===== config.mk =====
export PLATFORM = sky130hd
export DESIGN_NAME = high_score_keeper
export DESIGN_NICKNAME = d
export VERILOG_FILES = /design/src/rtl/high_score_keeper_pkg.sv /design/src/rtl/hs_slot_table.sv /design/src/rtl/high_score_keeper.sv
export SDC_FILE = /design/constraint.sdc
export NUM_CORES = 1
export LEC_CHECK = 0
export CAP_MARGIN = 20
export CORE_MARGIN = 3
export CORE_UTILIZATION = 59
export DETAILED_ROUTE_END_ITERATION = 16
export GPL_TIMING_DRIVEN = 0
export PLACE_DENSITY_LB_ADDON = 0.12
export SYNTH_ARGS = -nofsm -noshare
export SYNTH_HDL_FRONTEND = slang
export SYNTH_SLANG_ARGS = --single-unit

===== constraint.sdc =====
create_clock -name clk -period 6.1 [get_ports clk]
set_clock_uncertainty 0.2 [all_clocks]
set_input_delay 1.83 -clock clk [delete_from_list [all_inputs] [get_ports clk]]
set_output_delay 1.83 -clock clk [all_outputs]
set_load 0.02 [all_outputs]

===== src/rtl/high_score_keeper_pkg.sv =====
// high_score_keeper_pkg: shared parameter defaults and FSM state encoding for the high score keeper
package high_score_keeper_pkg;
  localparam int USER_W_DEF = 4;
  localparam int SCORE_W_DEF = 7;
  localparam int NUM_SLOTS_DEF = 4;
  localparam int SHOW_TICKS_DEF = 30;
  localparam int BLINK_TICKS_DEF = 5;
  typedef enum logic [2:0] {
    S_IDLE,
    S_LOOKUP,
    S_READY,
    S_PLAYING,
    S_UPDATE,
    S_SHOW
  } state_t;
endpackage


===== src/rtl/hs_slot_table.sv =====
// hs_slot_table: per-user {valid, id, best} register array with a scan read port and one write port
module hs_slot_table
  import high_score_keeper_pkg::*;
#(
  parameter int NUM_SLOTS = NUM_SLOTS_DEF,
  parameter int USER_W = USER_W_DEF,
  parameter int SCORE_W = SCORE_W_DEF,
  parameter int SLOT_W = (NUM_SLOTS > 1) ? $clog2(NUM_SLOTS) : 1
)(
  input  logic                         clk,
  input  logic                         rst,
  input  logic [SLOT_W-1:0]            rd_idx,
  output logic                         rd_valid,
  output logic [USER_W-1:0]            rd_id,
  input  logic                         we,
  input  logic [SLOT_W-1:0]            wr_idx,
  input  logic                         wr_valid,
  input  logic [USER_W-1:0]            wr_id,
  input  logic [SCORE_W-1:0]           wr_best,
  output logic [NUM_SLOTS-1:0]         valid,
  output logic [NUM_SLOTS*SCORE_W-1:0] bests
);
  logic [NUM_SLOTS-1:0] valid_q, valid_d;
  logic [USER_W-1:0] id_q [NUM_SLOTS];
  logic [USER_W-1:0] id_d [NUM_SLOTS];
  logic [SCORE_W-1:0] best_q [NUM_SLOTS];
  logic [SCORE_W-1:0] best_d [NUM_SLOTS];
  always_comb begin
    valid_d = valid_q;
    id_d = id_q;
    best_d = best_q;
    if (we) begin
      valid_d[wr_idx] = wr_valid;
      id_d[wr_idx] = wr_id;
      best_d[wr_idx] = wr_best;
    end
  end
  always_ff @(posedge clk) begin
    if (rst) begin
      valid_q <= '0;
      for (int i = 0; i < NUM_SLOTS; i++) begin
        id_q[i] <= '0;
        best_q[i] <= '0;
      end
    end else begin
      valid_q <= valid_d;
      id_q <= id_d;
      best_q <= best_d;
    end
  end
  assign rd_valid = valid_q[rd_idx];
  assign rd_id = id_q[rd_idx];
  assign valid = valid_q;
  for (genvar g = 0; g < NUM_SLOTS; g++) begin : g_bests
    assign bests[g*SCORE_W +: SCORE_W] = best_q[g];
  end
endmodule


===== src/rtl/high_score_keeper.sv =====
// high_score_keeper: per-user best-score table with overall best, record flag and timed best-score display
module high_score_keeper
  import high_score_keeper_pkg::*;
#(
  parameter int USER_W = USER_W_DEF,
  parameter int SCORE_W = SCORE_W_DEF,
  parameter int NUM_SLOTS = NUM_SLOTS_DEF,
  parameter int SHOW_TICKS = SHOW_TICKS_DEF,
  parameter int BLINK_TICKS = BLINK_TICKS_DEF
)(
  input  logic               clk,
  input  logic               rst,
  input  logic               user_load,
  input  logic [USER_W-1:0]  user_id,
  input  logic               game_start,
  input  logic               game_stop,
  input  logic [SCORE_W-1:0] score,
  input  logic               tick_100ms,
  output logic               busy,
  output logic [SCORE_W-1:0] best_user_score,
  output logic [SCORE_W-1:0] best_overall,
  output logic [USER_W-1:0]  best_overall_user,
  output logic               new_record,
  output logic               record_led,
  output logic               disp_sel
);
  localparam int SLOT_W = (NUM_SLOTS > 1) ? $clog2(NUM_SLOTS) : 1;
  localparam int IDX_W = SLOT_W + 1;
  localparam int TICK_W = $clog2(SHOW_TICKS + 1);
  localparam int BLINK_W = $clog2(BLINK_TICKS + 1);
  localparam logic [IDX_W-1:0] LAST_IDX = IDX_W'(NUM_SLOTS);
  localparam logic [TICK_W-1:0] SHOW_LAST = TICK_W'(SHOW_TICKS - 1);
  localparam logic [BLINK_W-1:0] BLINK_LAST = BLINK_W'(BLINK_TICKS - 1);
  state_t state_q, state_d;
  logic [USER_W-1:0] uid_q, uid_d;
  logic [IDX_W-1:0] idx_q, idx_d;
  logic [SLOT_W-1:0] cur_q, cur_d;
  logic user_valid_q, user_valid_d;
  logic [SCORE_W-1:0] score_q, score_d;
  logic start_prev_q, start_prev_d;
  logic new_record_q, new_record_d;
  logic [SCORE_W-1:0] best_overall_q, best_overall_d;
  logic [USER_W-1:0] best_overall_user_q, best_overall_user_d;
  logic [TICK_W-1:0] tick_q, tick_d;
  logic [BLINK_W-1:0] blink_q, blink_d;
  logic led_q, led_d;
  logic rd_valid;
  logic [USER_W-1:0] rd_id;
  logic tbl_we;
  logic [SLOT_W-1:0] wr_idx;
  logic [SCORE_W-1:0] wr_best;
  logic [NUM_SLOTS-1:0] slot_valid;
  logic [NUM_SLOTS*SCORE_W-1:0] slot_bests;
  logic [SCORE_W-1:0] slot_best [NUM_SLOTS];
  logic inv_found;
  logic [SLOT_W-1:0] inv_idx, min_idx, victim;
  logic [SCORE_W-1:0] min_best;
  logic start_rise;
  hs_slot_table #(
    .NUM_SLOTS(NUM_SLOTS),
    .USER_W(USER_W),
    .SCORE_W(SCORE_W),
    .SLOT_W(SLOT_W)
  ) u_table (
    .clk(clk),
    .rst(rst),
    .rd_idx(idx_q[SLOT_W-1:0]),
    .rd_valid(rd_valid),
    .rd_id(rd_id),
    .we(tbl_we),
    .wr_idx(wr_idx),
    .wr_valid(1'b1),
    .wr_id(uid_q),
    .wr_best(wr_best),
    .valid(slot_valid),
    .bests(slot_bests)
  );
  always_comb begin
    for (int i = 0; i < NUM_SLOTS; i++) slot_best[i] = slot_bests[i*SCORE_W +: SCORE_W];
  end
  always_comb begin
    inv_found = 1'b0;
    inv_idx = '0;
    min_idx = '0;
    min_best = slot_best[0];
    for (int i = 0; i < NUM_SLOTS; i++) begin
      if (!inv_found && !slot_valid[i]) begin
        inv_found = 1'b1;
        inv_idx = SLOT_W'(i);
      end
      if (slot_best[i] < min_best) begin
        min_best = slot_best[i];
        min_idx = SLOT_W'(i);
      end
    end
    victim = inv_found ? inv_idx : min_idx;
  end
  assign start_rise = game_start && !start_prev_q;
  always_comb begin
    state_d = state_q;
    uid_d = uid_q;
    idx_d = idx_q;
    cur_d = cur_q;
    user_valid_d = user_valid_q;
    score_d = score_q;
    start_prev_d = game_start;
    new_record_d = new_record_q;
    best_overall_d = best_overall_q;
    best_overall_user_d = best_overall_user_q;
    tick_d = tick_q;
    blink_d = blink_q;
    led_d = led_q;
    tbl_we = 1'b0;
    wr_idx = cur_q;
    wr_best = score_q;
    case (state_q)
      S_IDLE: if (user_load) begin
        uid_d = user_id;
        idx_d = '0;
        user_valid_d = 1'b0;
        state_d = S_LOOKUP;
      end
      S_LOOKUP: begin
        if (idx_q == LAST_IDX) begin
          tbl_we = 1'b1;
          wr_idx = victim;
          wr_best = '0;
          cur_d = victim;
          user_valid_d = 1'b1;
          state_d = S_READY;
        end else if (rd_valid && rd_id == uid_q) begin
          cur_d = idx_q[SLOT_W-1:0];
          user_valid_d = 1'b1;
          state_d = S_READY;
        end else begin
          idx_d = idx_q + 1'b1;
        end
      end
      S_READY: begin
        if (start_rise) begin
          new_record_d = 1'b0;
          state_d = S_PLAYING;
        end else if (user_load) begin
          uid_d = user_id;
          idx_d = '0;
          user_valid_d = 1'b0;
          state_d = S_LOOKUP;
        end
      end
      S_PLAYING: begin
        if (game_stop) begin
          score_d = score;
          state_d = S_UPDATE;
        end else if (!game_start) begin
          state_d = S_READY;
        end
      end
      S_UPDATE: begin
        if (score_q > slot_best[cur_q]) begin
          tbl_we = 1'b1;
          new_record_d = 1'b1;
        end
        if (score_q > best_overall_q) begin
          best_overall_d = score_q;
          best_overall_user_d = uid_q;
        end
        tick_d = '0;
        blink_d = '0;
        led_d = 1'b0;
        state_d = S_SHOW;
      end
      S_SHOW: begin
        if (start_rise) begin
          new_record_d = 1'b0;
          led_d = 1'b0;
          state_d = S_PLAYING;
        end else if (user_load) begin
          uid_d = user_id;
          idx_d = '0;
          user_valid_d = 1'b0;
          led_d = 1'b0;
          state_d = S_LOOKUP;
        end else if (tick_100ms) begin
          if (tick_q == SHOW_LAST) begin
            led_d = 1'b0;
            state_d = S_READY;
          end else begin
            tick_d = tick_q + 1'b1;
            blink_d = (blink_q == BLINK_LAST) ? '0 : blink_q + 1'b1;
            led_d = (blink_q == BLINK_LAST) ? (new_record_q && !led_q) : led_q;
          end
        end
      end
      default: state_d = S_IDLE;
    endcase
  end
  always_ff @(posedge clk) begin
    if (rst) begin
      state_q <= S_IDLE;
      uid_q <= '0;
      idx_q <= '0;
      cur_q <= '0;
      user_valid_q <= 1'b0;
      score_q <= '0;
      start_prev_q <= 1'b0;
      new_record_q <= 1'b0;
      best_overall_q <= '0;
      best_overall_user_q <= '0;
      tick_q <= '0;
      blink_q <= '0;
      led_q <= 1'b0;
    end else begin
      state_q <= state_d;
      uid_q <= uid_d;
      idx_q <= idx_d;
      cur_q <= cur_d;
      user_valid_q <= user_valid_d;
      score_q <= score_d;
      start_prev_q <= start_prev_d;
      new_record_q <= new_record_d;
      best_overall_q <= best_overall_d;
      best_overall_user_q <= best_overall_user_d;
      tick_q <= tick_d;
      blink_q <= blink_d;
      led_q <= led_d;
    end
  end
  assign busy = (state_q == S_LOOKUP) || (state_q == S_UPDATE);
  assign best_user_score = user_valid_q ? slot_best[cur_q] : '0;
  assign best_overall = best_overall_q;
  assign best_overall_user = best_overall_user_q;
  assign new_record = new_record_q;
  assign record_led = led_q;
  assign disp_sel = (state_q == S_SHOW);
endmodule


# == Yosys cells after proc, flatten, opt, wreduce, memory -nomap -nowiden ==
# Index checks and enable logic that the tools add are counted.
# classes
n_bitwise,4
add_sub_neg,3
order_cmp,12
n_reduce_logical,33
muxes,83
n_eq_ne,23
# ops
operator,count
$mux 3,19
$mux 7,8
$bwmux 28,1
$lt 7x7->1,3
$mux 1,21
$mux 4,5
$mux 5,4
$mux 2,9
$pmux 3 s6,1
$bwmux 16,1
$ne 2x2->1 const B,8
$bmux 7 s2,1
$demux 7 s2,1
$gt 7x7->1,2
$eq 3x3->1 const B,4
$pmux 5 s2,1
$ge 3x3->1 const B,3
$not 2->3,3
$pmux 3 s3,1
$reduce_and 3->1,3
$bmux 4 s2,1
$demux 4 s2,1
$logic_and 1x1->1,8
$pmux 4 s2,1
other kinds (29),48
# totals
reg_bits,90
word_cells,180

# == Logic depth before layout (Yosys ltp) ==
# Gate-level depths: netlist of run 1.
# logic_depth
depth_word,18
ltp_mapped,25
depth_no_buf,22

# == Cells and area by module ==
# Synthesis of run 1 repeated with hierarchy kept, for this count alone.
# unflattened
cells_unflattened,585
hier_area_um2,5220.0
# modules_own_cells
mod,instances,area_each_um2,cells_per_inst
high_score_keeper,1,3179.3,405
hs_slot_table,1,2040.7,180

# == Worst setup path before layout of run 1 ==
# Ideal clock, no wire load.
# synth_path
kind,register -> register
start,register u_table.best_q (netlist bit u_table.bests[6])
end,register u_table.best_q (netlist bit u_table.bests[10])
required_ns,5.828
path_slack_ns,1.202
period_less_slack_ns,4.898
t_arrival_ns,4.627
setup_ns,0.072
path_stages_with_launch,23
path_cell_list,dfxtp_1 -> inv_1 -> ha_1 -> a21oi_1 -> o21ai_1 -> a21oi_2 -> clkbuf_1 -> a21oi_1 -> ha_1 -> and4_1 -> o21ai_1 -> and2_1 -> a31oi_2 -> clkbuf_1 -> o21ai_0 -> ha_1 -> a211o_1 -> a21oi_1 -> o221ai_2 -> a221o_1 -> nor2b_4 -> buf_8 -> mux2i_1
# synth_between
elab_chain_len,15
# synth_rtl
item,line,rtl
start: declaration,hs_slot_table.sv:26,logic [SCORE_W-1:0] best_q [NUM_SLOTS];
start signal: assignment,hs_slot_table.sv:48,best_q <= best_d;
$lt 7x7->1,high_score_keeper.sv:91,if (slot_best[i] < min_best) begin
$mux 7,high_score_keeper.sv:91,
$lt 7x7->1,high_score_keeper.sv:91,
$mux 7,high_score_keeper.sv:91,
$lt 7x7->1,high_score_keeper.sv:91,
$mux 2,high_score_keeper.sv:91,
$mux 2,high_score_keeper.sv:96,victim = inv_found ? inv_idx : min_idx;
$mux 2,high_score_keeper.sv:124,if (idx_q == LAST_IDX) begin
$mux 2,high_score_keeper.sv:116,case (state_q)
$not 2->3 (implied by the code),hs_slot_table.sv:35,best_d[wr_idx] = wr_best;
$ge 3x3->1 (implied by the code) or $lt 3x1->1 (tied branches),hs_slot_table.sv:35,
$logic_and 1x1->1 (implied by the code),hs_slot_table.sv:35,
$mux 7 (implied by the code),hs_slot_table.sv:35,
$demux 7 s2,hs_slot_table.sv:35,
$bwmux 28,hs_slot_table.sv:35,
# Parallel ways exist; a longest one is shown, timed or not. The select of a mux whose other input is x is not followed.
# A chain may end at the register's enable or synchronous reset.

# == Final worst setup path of run 1 ==
# layout_path
start,register u_table.best_q (netlist bit u_table.bests[6])
end,register u_table.best_q (netlist bit u_table.bests[18])
# Same word-level chain as after synthesis.

==> impl_results.md, run 1 <==
- Outcome: complete, no violations
- Buffers on Ports: 37
- Final weighted congestion in routability-driven placement: 0.9264
- Initial core utilization: a little over 60%
- Layout cells sized above 1: 8.544%
- Final Net Count: between 600 and 700
- Filler cell count: a little under 700
- Area grow syn2layout: 13.36%
- Largest net degree at the start of global routing: 17
- Fraction of registers with async set/reset: 0%
- DRT Wirelength: between 10 and 15 mm
- Clock transition at path regs: roughly 0.1 ns
- Critical path's largest stage delay: about 0.37 ns
- Max transition margin: 55.76%
- Tightest Pin Transition: roughly 0.66 ns
- F_max: approximately 180 MHz
- DR pass1 iterations: 5
- Initial antenna violation count: 0
- P per Cell Area: around 180 nW/um^2
- First-pass GRT wire length: 21.37 mm
- 1st-iter DRT viols: 161
- Mapped Area: between 5000 and 6000 sq um
- Worst path buffer plus inverter count: 4
- Storage cell area: 1802 sq um
- Sw Pwr: 284.6 uW
- Gr ovfl total: 0
- CTS root buffer: clkbuf_8
- CORE AREA: 8423 sq um
- Maxcap violations: 0
- Die Width: approximately 100 um
- Vias in the first global route: between 4,000 and 5,000
- Fin crit share: about nine tenths
- Synth Instances: 579
- CTS Sinks: 90
- Hold WS: between 0.2 and 0.3 ns
- Clock Power Share: between 30 and 40%
- Die Y: 100.1 um
- CP delay by family, top: compound AO/OA/AOI/OAI gates
- Critical path class: reg2reg
- DRC errors left: 0
- Multi-input gate area: ~3200 sq um
- Die area: around 10,000 sq um
- Critical Path Sink Type: flop
- Share of power burned in registers: ~56%
- Leakage power: approximately 0.0025 uW
- Placement Setup Slack: around 0.25 ns
- PnR worst setup slack: around 0.5 ns
- Syn_area_per_cell: between 9 and 10 sq um
- Peak supply drop: 0.1626 mV
- WP data required: 6.18 ns
- Switching share of power: between 20% and 30%
- CP max-delay cell: dfxtp_1
- Gr usage total: 26.96%
- Avg WL per Cell: 17.26 um
- Seq/Total Area, Yosys: roughly a third
- Ports: 39
- Hold Crit Class: reg2reg
- Worst path arrival time: between 5 and 6 ns
- Final setup violation count: 0
- Startpoint types: flop
- Clk_lat worst skew: around 0.36 ns
- Vias per cell: just under 6
- Max-slew violation count: 0
- Final Hold Violating Endpoints: 0
- Row count: 33
- Cts bufs inserted: 9
- Synth Flop Type: dfxtp_1
- Cell internal pwr: about 800 uW
- EDFF count, synth: 0
- RSZ-0062 raised after global routing: no
- Min cycle time layout: between 5 and 6 ns
- Ys Warns: 0
- Combinational share of power: 9.0%
- Crit path cell chain: inv_1 > ha_1 > a21oi_1 > o21ai_1 > a21oi_2 > clkbuf_2 > a21oi_1 > ha_1 > and4_1 > o21ai_1 > and2_1 > a31oi_4 > clkbuf_2 > o21ai_0 > ha_1 > nand4_1 > a21oi_1 > nand3_1 > o221ai_2 > a31o_2 > nand3b_4 > buf_4 > mux2i_1
- Antenna cells: 0
- Setup Buffers After CTS: 0
- Commonest non-fill, non-tap cell in the layout: dfxtp_1
- Unique masters post-synth: 56
- Antenna Violating Nets Remaining: 0
- Setup TNS Final: 0 ns
- Post-Syn Nets: around 630
- HPWL after DPL: 9.759 mm
- TritonCTS clock tree: yes
- Crit Path Max Fanout: 10
- H-Tree Depth: 3
- Routed vias: 4,333
- Yosys reg bits: 90
- Clk buf depth: 2
- Most frequent cells in the layout: 90 x dfxtp_1, 64 x nor2_1, 60 x mux2i_1, 53 x nand2b_1, 41 x a21oi_1
## cell type report
class                           count  share of cell area (%)
Timing Repair Buffer               37                   6.250
Buffer                             26                   2.302
Sequential cell                    90                   30.41
Clock buffer                       10                   2.323
Multi-Input combinational cell    426                   53.36
Clock inverter                      6                  0.8024
Inverter                           37                   2.344
Tap cell                          105                   2.217
## synthesized netlist by cell type, types with 2 or more instances
master,number,area share [%]
o21ai_0,18,1.7
ha_1,38,9.1
nand2_1,38,2.7
inv_1,37,2.7
o21ai_1,6,0.57
dfxtp_1,90,34
clkbuf_1,18,1.3
o21ba_1,2,0.38
and3_1,3,0.36
a21o_1,5,0.72
mux2i_1,60,11
nor2b_1,4,0.48
xnor2_1,2,0.34
a32oi_1,3,0.50
a21oi_1,41,3.9
a31oi_1,3,0.36
buf_4,4,0.57
nand4b_1,2,0.34
nor3b_1,3,0.43
xor2_1,7,1.2
nor2b_4,2,0.53
nand3_1,8,0.77
nor2_1,64,4.6
and2_1,9,1.1
a211oi_2,3,0.72
buf_2,2,0.19
nand2b_1,53,6.3
nand4_1,7,0.84
o21a_1,5,0.72
nor3_1,2,0.19
or3_1,2,0.24
a21oi_2,2,0.34
mux4_2,12,5.2
a41oi_1,2,0.34
## final timing paths
| check | start | to | slack (ns) | depth (start not counted) |
|---|---|---|---|---|
| min reg2reg | u_table.id_q[5]$_SDFFE_PP0P_ | u_table.id_q[5]$_SDFFE_PP0P_ | 0.28 | 2 |
| max | u_table.bests[6]$_SDFFE_PP0P_ | u_table.bests[18]$_SDFFE_PP0P_ | 0.49 | 23 |
| max reg2reg | u_table.bests[6]$_SDFFE_PP0P_ | u_table.bests[18]$_SDFFE_PP0P_ | 0.49 | 23 |
| min | u_table.id_q[5]$_SDFFE_PP0P_ | u_table.id_q[5]$_SDFFE_PP0P_ | 0.28 | 2 |
## cells by family (layout without fill, tap and decap cells)
family | Yosys count | after routing | share of synthesized area (%)
flip-flops | 90 | 90 | 34.47
XOR/XNOR | 9 | 9 | 1.508
AO/OA/AOI/OAI | 103 | 103 | 12.76
buffers and inverters | 63 | 116 | 5.218
multiplexers | 72 | 72 | 16.66
AND/OR/NAND/NOR | 204 | 204 | 20.30
adder cells (fa/ha/maj) | 38 | 38 | 9.095
## tightest hold or removal path, cell delays in order (launching register included)
cell      delay, ns
dfxtp_1        0.32
nand2b_1       0.06
mux2i_1        0.06
## power by group through the flow
stage	Clock, uW	Combinational (uW)	Sequential, uW
floorplan	0	65.9	614
global placement	0	93.8	616
detailed placement	0	96.7	617
CTS	388	97.4	603
global route	417	108	604
finish	385	97.6	603
## sequential cells by signal, indices dropped and copies added (netlist names), 2 cells and up
register	count
best_overall	7
idx_q	3
cur_q	2
best_overall_user	4
u_table.bests	28
u_table.valid	4
tick_q	5
u_table.id_q	16
state_q	3
score_q	7
blink_q	3
uid_q	4
## stage by stage
stage	utilization, %	power (uW)	instance area, sq um	std cells
4_1_cts	70.22	1089	5914	737
6_report	70.35	1085	5926	737
2_1_floorplan	-	679.4	5228	579
5_1_grt	70.35	1128	5926	737
3_3_place_gp	68.02	710.2	5729	721
3_5_place_dp	68.02	713.4	5729	721
## repair_timing
item	CTS	global route
hold buffers	0	0
resized for setup	0	5
setup endpoints to repair	0	48
## layer usage
layer  up-vias  GRT usage [%]  part of all wire [%]
li1       2106              -                     -
met1      2102          34.52                    44
met4         0          6.839                  0.91
met5         -              0                     0
met2       113          47.55                    50
met3        12          4.100                   4.2
Power figures use the tool's default switching activity.
==> inputs of run 2 (changes only) <==
--- a/config.mk
+++ b/config.mk
@@ -8,9 +8,12 @@
 export CAP_MARGIN = 20
 export CORE_MARGIN = 3
 export CORE_UTILIZATION = 59
+export CTS_CLUSTER_SIZE = 30
 export DETAILED_ROUTE_END_ITERATION = 16
 export GPL_TIMING_DRIVEN = 0
 export PLACE_DENSITY_LB_ADDON = 0.12
+export SKIP_CTS_REPAIR_TIMING = 1
 export SYNTH_ARGS = -nofsm -noshare
 export SYNTH_HDL_FRONTEND = slang
 export SYNTH_SLANG_ARGS = --single-unit
+export TNS_END_PERCENT = 100
==> results of run 2 <==
Same layout as run 1: the final DEF is identical, and so are final timing and power.
